`src/rtl/rf_multiport.sv`:
```
// Multi-port register file: NRD async read ports, two write ports, debug read, sweep clear.
// Optional same-cycle write-to-read forwarding is compiled in when RF_BYPASS_EN is defined.
module rf_multiport #(
    parameter int DATA_W = 32,
    parameter int ADDR_W = 5,
    parameter int NRD    = 2
) (
    input  logic                     clk,
    input  logic                     rst_n,
    input  logic                     clr_req,
    output logic                     ready,
    input  logic                     we0,
    input  logic [ADDR_W-1:0]        wa0,
    input  logic [DATA_W-1:0]        wd0,
    input  logic                     we1,
    input  logic [ADDR_W-1:0]        wa1,
    input  logic [DATA_W-1:0]        wd1,
    input  logic [NRD*ADDR_W-1:0]    rd_addr,
    output logic [NRD*DATA_W-1:0]    rd_data,
    input  logic [ADDR_W-1:0]        reg_sel,
    output logic [DATA_W-1:0]        reg_data,
    output logic                     wr_collide
);

    localparam int DEPTH = 2 ** ADDR_W;

    typedef enum logic {
        CLEAR = 1'b0,
        IDLE  = 1'b1
    } state_t;

    state_t              state;
    logic [ADDR_W-1:0]   idx;
    logic [DATA_W-1:0]   rf [DEPTH];

    logic idle;
    logic wr0;
    logic wr1;

    assign idle  = (state == IDLE);
    assign ready = idle;
    // A clear request in IDLE takes priority over both write ports.
    assign wr0   = idle && !clr_req && we0 && (wa0 != '0);
    assign wr1   = idle && !clr_req && we1 && (wa1 != '0);

    always_ff @(posedge clk) begin
        if (!rst_n) begin
            state      <= CLEAR;
            idx        <= ADDR_W'(1);
            wr_collide <= 1'b0;
        end else begin
            wr_collide <= idle && we0 && we1 && (wa0 == wa1) && (wa0 != '0);
            case (state)
                CLEAR: begin
                    idx <= idx + ADDR_W'(1);
                    if (idx == ADDR_W'(DEPTH - 1)) begin
                        state <= IDLE;
                    end
                end
                IDLE: begin
                    if (clr_req) begin
                        state <= CLEAR;
                        idx   <= ADDR_W'(1);
                    end
                end
                default: begin
                    state <= CLEAR;
                    idx   <= ADDR_W'(1);
                end
            endcase
        end
    end

    // Entry 0 is never stored; the reset edge itself leaves the array untouched.
    always_ff @(posedge clk) begin
        if (rst_n) begin
            if (!idle) begin
                if (idx != '0) begin
                    rf[idx] <= '0;
                end
            end else begin
                if (wr0) begin
                    rf[wa0] <= wd0;
                end
                if (wr1) begin
                    rf[wa1] <= wd1;
                end
            end
        end
    end

    function automatic logic [DATA_W-1:0] arr_read(input logic [ADDR_W-1:0] a);
        if (idle && (a != '0)) begin
            arr_read = rf[a];
        end else begin
            arr_read = '0;
        end
    endfunction

    function automatic logic [DATA_W-1:0] port_read(input logic [ADDR_W-1:0] a);
`ifdef RF_BYPASS_EN
        if (wr1 && (wa1 == a)) begin
            port_read = wd1;
        end else if (wr0 && (wa0 == a)) begin
            port_read = wd0;
        end else begin
            port_read = arr_read(a);
        end
`else
        port_read = arr_read(a);
`endif
    endfunction

    for (genvar k = 0; k < NRD; k++) begin : g_rd
        assign rd_data[k*DATA_W +: DATA_W] = port_read(rd_addr[k*ADDR_W +: ADDR_W]);
    end

    assign reg_data = arr_read(reg_sel);

endmodule
```
`config.mk`:
```
export PLATFORM = sky130hd
export DESIGN_NAME = rf_multiport
export DESIGN_NICKNAME = d
export VERILOG_FILES = /design/src/rtl/rf_multiport.sv
export SDC_FILE = /design/constraint.sdc
export NUM_CORES = 2
export LEC_CHECK = 0
export CORE_MARGIN = 5
export CORE_UTILIZATION = 30
export DETAILED_ROUTE_END_ITERATION = 8
export HOLD_SLACK_MARGIN = 0.15
export SKIP_CTS_REPAIR_TIMING = 1
export SLEW_MARGIN = 5
export SYNTH_ARGS = -nofsm -noshare
export SYNTH_HDL_FRONTEND = slang
export SYNTH_SLANG_ARGS = --single-unit
export TNS_END_PERCENT = 100
```
`constraint.sdc`:
```
create_clock -name clk -period 7.3 [get_ports clk]
set_clock_uncertainty 0.05 [all_clocks]
set_input_delay 1.825 -clock clk [delete_from_list [all_inputs] [get_ports clk]]
set_output_delay 1.825 -clock clk [all_outputs]
set_load 0.01 [all_outputs]
```
Word level (Yosys, flattened, before mapping)
Memory sizes are Yosys's and may differ from the RTL's.
Index checks and enable logic that the tools add are counted.
{"block": "op_classes", "n_bitwise": 1, "n_addsub": 1, "n_reduce_logical": 20, "n_eq_ne": 3, "n_mux": 23}
{"operator": "$mux W32", "n": 4}
{"operator": "$reduce_or A32 Y1", "n": 1}
{"operator": "$reduce_bool A5 Y1", "n": 6}
{"operator": "$mux W1", "n": 15}
{"operator": "$logic_and A1 B1 Y1", "n": 12}
{"operator": "$mux W5", "n": 2}
{"operator": "$pmux W5 S2", "n": 1}
{"operator": "$add A5 B1 Y5 const B", "n": 1}
{"operator": "$eq A5 B5 Y1", "n": 1}
{"operator": "$eq A5 B5 Y1 const B", "n": 1}
{"operator": "$ne A2 B2 Y1 const B", "n": 1}
{"operator": "$pmux W1 S2", "n": 1}
{"operator": "$logic_not A1 Y1", "n": 1}
{"operator": "$not A1 Y1", "n": 1}
{"block": "totals", "ramBits": 1024, "in_bits": 94, "elab_cells": 52, "mem_count": 1, "reg_bits": 7}
{"name": "rf", "depth": 32, "word_bits": 32, "rd": 3, "rd_clocked_by_memory_dff": 0, "write_ports": 2, "line_no": "34", "rtl": "logic [DATA_W-1:0] rf [DEPTH];"}

Depth between registers and ports, before layout
{"block": "depth", "word_depth": 10, "mapped_depth": 9, "depth_no_buf": 6}

Least setup slack after synthesis
Ideal clock, no wire load.
{"block": "synth_path", "path_type": "input to output", "startpoint": "input port reg_sel[0]", "endpoint": "output port reg_data[0]", "path_buffers": 3, "path_stages": 6, "t_required_ns": 5.425, "setup_slack_ns": 2.125, "arrival_ns": 3.300, "path_cell_list": "buf_2 -> buf_2 -> buf_2 -> mux4_2 -> a22oi_1 -> nand4_1"}
{"block": "synth_between", "elab_chain_len": 3, "elab_cells_between_ends": 4, "classes_between": "mux (1); reduce/logical (2); memory (1)"}
{"element": "from (decl)", "line_no": "20", "rtl": "input logic [ADDR_W-1:0] reg_sel,"}
{"element": "parallel branches: the longest is 2 deep, another holds $mem_v2 Z32 W32"}
{"element": "$mux W32 (*)", "line_no": "93", "rtl": "if (idle && (a != '0)) begin"}
{"element": "to (decl)", "line_no": "21", "rtl": "output logic [DATA_W-1:0] reg_data,"}
Mark *: on every way between the ends.

Worst setup path in the final report
{"block": "layout_path", "startpoint": "input port rd_addr[7]", "endpoint": "output port rd_data[38]"}
{"block": "layout_between", "elab_chain_len": 3, "elab_cells_between_ends": 4, "classes_between": "mux (1); reduce/logical (2); memory (1)"}
{"element": "from (decl)", "line_no": "18", "rtl": "input logic [NRD*ADDR_W-1:0] rd_addr,"}
{"element": "parallel branches: the longest is 2 deep, another holds $mem_v2 Z32 W32"}
{"element": "$mux W32 (*)", "line_no": "93"}
{"element": "to (decl)", "line_no": "19", "rtl": "output logic [NRD*DATA_W-1:0] rd_data,"}
Marks and branches as above.

==> results.cfg <==
[power_and_ir_drop]
leakage_nw = 27.8
peakVddDrop_v = 0.000177
p_per_area_nw_per_um2 = 173

[clock_network]
cts_root_buf = clkbuf_16
cts_tree = done
clock_latency_ns = 0.76
cts_buffers = 106
htree_num_levels = 3
path_clk_slew_ns = 0.06
clock_sink_count = 1031
clk_path_buf_depth = 3

[global_routing]
grt-ovfl-total = 0
grt_pass1_vias = 55100
antenna_found_initial = 27
grt_pass1_wl_um = 431000
grt_max_degree = 90
grt_usage = 0.255

[run_status]
outcome = complete, no violations

[worst_setup_path]
crit_path_max_fanout = 55
cp.required_ns = 5.43
r2r_start = ready$_SDFF_PN0_
crit_path_start_kind = input pin
crit_path_cell_trace = buf_8, buf_4, mux2_2, o21ai_0, or3_1, nand4_1, clkdlybuf4s50_1
crit_path_end_kind = output pin
worstSetupPathType = in2out
max_stage_delay_ns = 0.72
path_delay_family = buffers and inverters
critPathBufInv = 3
cp-startpoint = rd_addr[7]
worstPathArrival_ns = 5.36
crit_slowest_cell = buf_4

[floorplanning]
die_h_um = 486
top_level_ports = 192
fp.dieArea_um2 = 237000
rows = 174
die_w_um = 486
core_um2 = 225000
start_util = 0.302

[synthesis]
ys_ff_latch = 1031
ys.flop_type = edfxtp_1
synth_nets = 6419
synth.avg_cell_area_um2 = 10.8
ys_seq_area_frac = 0.454
synth_fa_ha_area_frac = 0.000551
syn_area_um2 = 68100
synth_top_family_by_area = multiplexers
yosysWarnings = 0
synthSimpleGateAreaFrac = 0.111
synth_xor_area_frac = 0.000772
synth-edff-count = 1024
synth_compound_area_frac = 0.144
synth_cell_types = 66
synth_mux_area_frac = 0.234
async_reset_ff_frac = 0
synthCells = 6322

[detailed_routing]
routed_via_density = 6.29
dr_total_vias = 58200
routed_wirelength_um = 314000
drtPass1Iterations = 7
first_iter_violations = 9021
drc = 0
postRouteAntennaNets = 0
wl_per_cell_um = 34.0

[sta]
hold_violations = 0
setup_viol_count_final = 0
min_period_ns = 7.24
min_period_over_period = 0.991
fmax_mhz = 138
worst_pin_slew_ns = 1.39
rsz0062_at_grt = no
fin_setup_tns_ns = 0
drv_slew = 0
slew_headroom = 0.0683

[finish]
drive_gt1_frac = 0.185
nFillCells = 22100
fin_nets = 6239
instances_no_fill = 9241
area_growth_pct = 13.3

[placed_design]
dp_hpwl_um = 196000
portBuffers = 191
dpl.cell_count = 9026
gp_congestion = 0.947

[run]
max_cap_violations = 0

[min_path]
hold_start = idx[0]$_SDFFE_PN1P_
holdCritPathClass = reg2reg
path summary, 6_finish.rpt:
| path | to | slack [ns] | cells after the start |
|---|---|---|---|
| setup / recovery | rd_data[38] | 0.06 | 7 |
| hold / removal | idx[0]$_SDFFE_PN1P_ | 0.62 | 3 |
| setup reg to reg | rf[23][11]$_DFFE_PP_ | 3.07 | 5 |
| hold reg to reg | idx[0]$_SDFFE_PN1P_ | 0.62 | 3 |
per-stage QoR:
step                hold WS, ns  instance area [µm²]  power (mW)   util  setup slack [ns]
finish                    0.624                77100        13.3  0.342            0.0645
global route              0.663                77100        13.5  0.342             0.176
CTS                       0.613                77100        13.3  0.342             0.236
detailed placement        0.599                73700        7.82  0.327             0.229
global placement          0.590                73700        7.81  0.327             0.321
floorplan                 0.541                68100        7.30      -              2.13
cells in the mapped netlist, types with 22 or more instances:
cell,number,area (µm²)
nand2_1,1164,4370
edfxtp_1,1024,30700
o21ai_0,985,4930
mux2i_1,522,5230
clkbuf_1,387,1450
mux4_2,378,8510
buf_2,292,1460
a22oi_1,255,1910
mux2_2,196,2210
nand3_1,171,856
nand4_1,97,607
a21oi_1,92,460
buf_4,79,593
nor2b_1,75,469
o21ai_1,73,365
o22ai_1,69,432
a211oi_1,64,480
a31oi_1,38,238
inv_1,38,143
a22o_1,37,324
o31a_1,32,280
or3_1,32,200
o21bai_1,31,233
and3_1,30,188
nor4_2,22,275
power breakdown:
group | switching, mW | total, mW | internal [mW]
Sequential | 0.0226 | 6.47 | 6.45
Clock | 2.54 | 5.58 | 3.04
Combinational | 0.832 | 1.27 | 0.440
Total | 3.40 | 13.3 | 9.92
registers in the layout (all words and copies together) (netlist names):
signal      flops
rf           1024
wr_collide      1
idx             5
ready           1
kinds of logic (layout without fill, tap and decap cells):
family	count (synthesis)	after routing
adder cells (fa/ha/maj)	3	3
AO/OA/AOI/OAI	1693	1693
flip-flops	1031	1031
multiplexers	1096	1096
AND/OR/NAND/NOR	1677	1677
other	0	21
buffers and inverters	816	722
XOR/XNOR	6	6
worst min-delay path, stage by stage, from the launching register on:
cell,delay [ns]
dfxtp_1,0.35
inv_1,0.15
mux2i_1,0.09
nand2_1,0.06
routing by layer:
layer | global-route usage | share of wire | up-vias
met5 | 0 | 0.00031 | -
met4 | 0.214 | 0.099 | 14
met3 | 0.0657 | 0.12 | 1363
met2 | 0.392 | 0.44 | 4819
met1 | 0.298 | 0.34 | 28300
li1 | - | - | 23700
cells in the final DEF, fill, tap and decap left out, drive strengths merged, types with 6 or more instances in the layout:
cell / Yosys / final
and4b: 7 / 7
nor2: 17 / 17
nor3: 8 / 8
clkdlybuf4s50: 0 / 180
a21oi: 93 / 93
mux2i: 522 / 522
nand2b: 10 / 10
nand2: 1164 / 1164
nor2b: 75 / 75
nand3: 171 / 171
buf: 388 / 308
and2: 12 / 12
diode: 0 / 21
edfxtp: 1024 / 1024
o21ai: 1058 / 1058
o31a: 32 / 32
or3: 32 / 32
a22o: 37 / 37
nand4: 97 / 97
nor4: 31 / 31
a22oi: 255 / 255
o21bai: 31 / 31
a31oi: 38 / 38
o22ai: 69 / 69
mux4: 378 / 378
clkbuf: 389 / 128
dfxtp: 7 / 7
mux2: 196 / 196
inv: 39 / 45
clkinv: 0 / 48
and3: 30 / 30
bufinv: 0 / 10
xor2: 6 / 6
a211oi: 64 / 64
layout make-up:
cell class,count,area (µm²),area share
clock buffers,127,2750,0.0357
diodes,21,52.6,0.000681
inverters,39,146,0.00190
well taps,2992,3740,0.0485
flip-flops and latches,1031,30900,0.400
repair buffers,489,4690,0.0609
clock inverters,67,608,0.00788
multi-input cells,4475,34200,0.444
No activity file was read; power rests on OpenSTA's default activity.
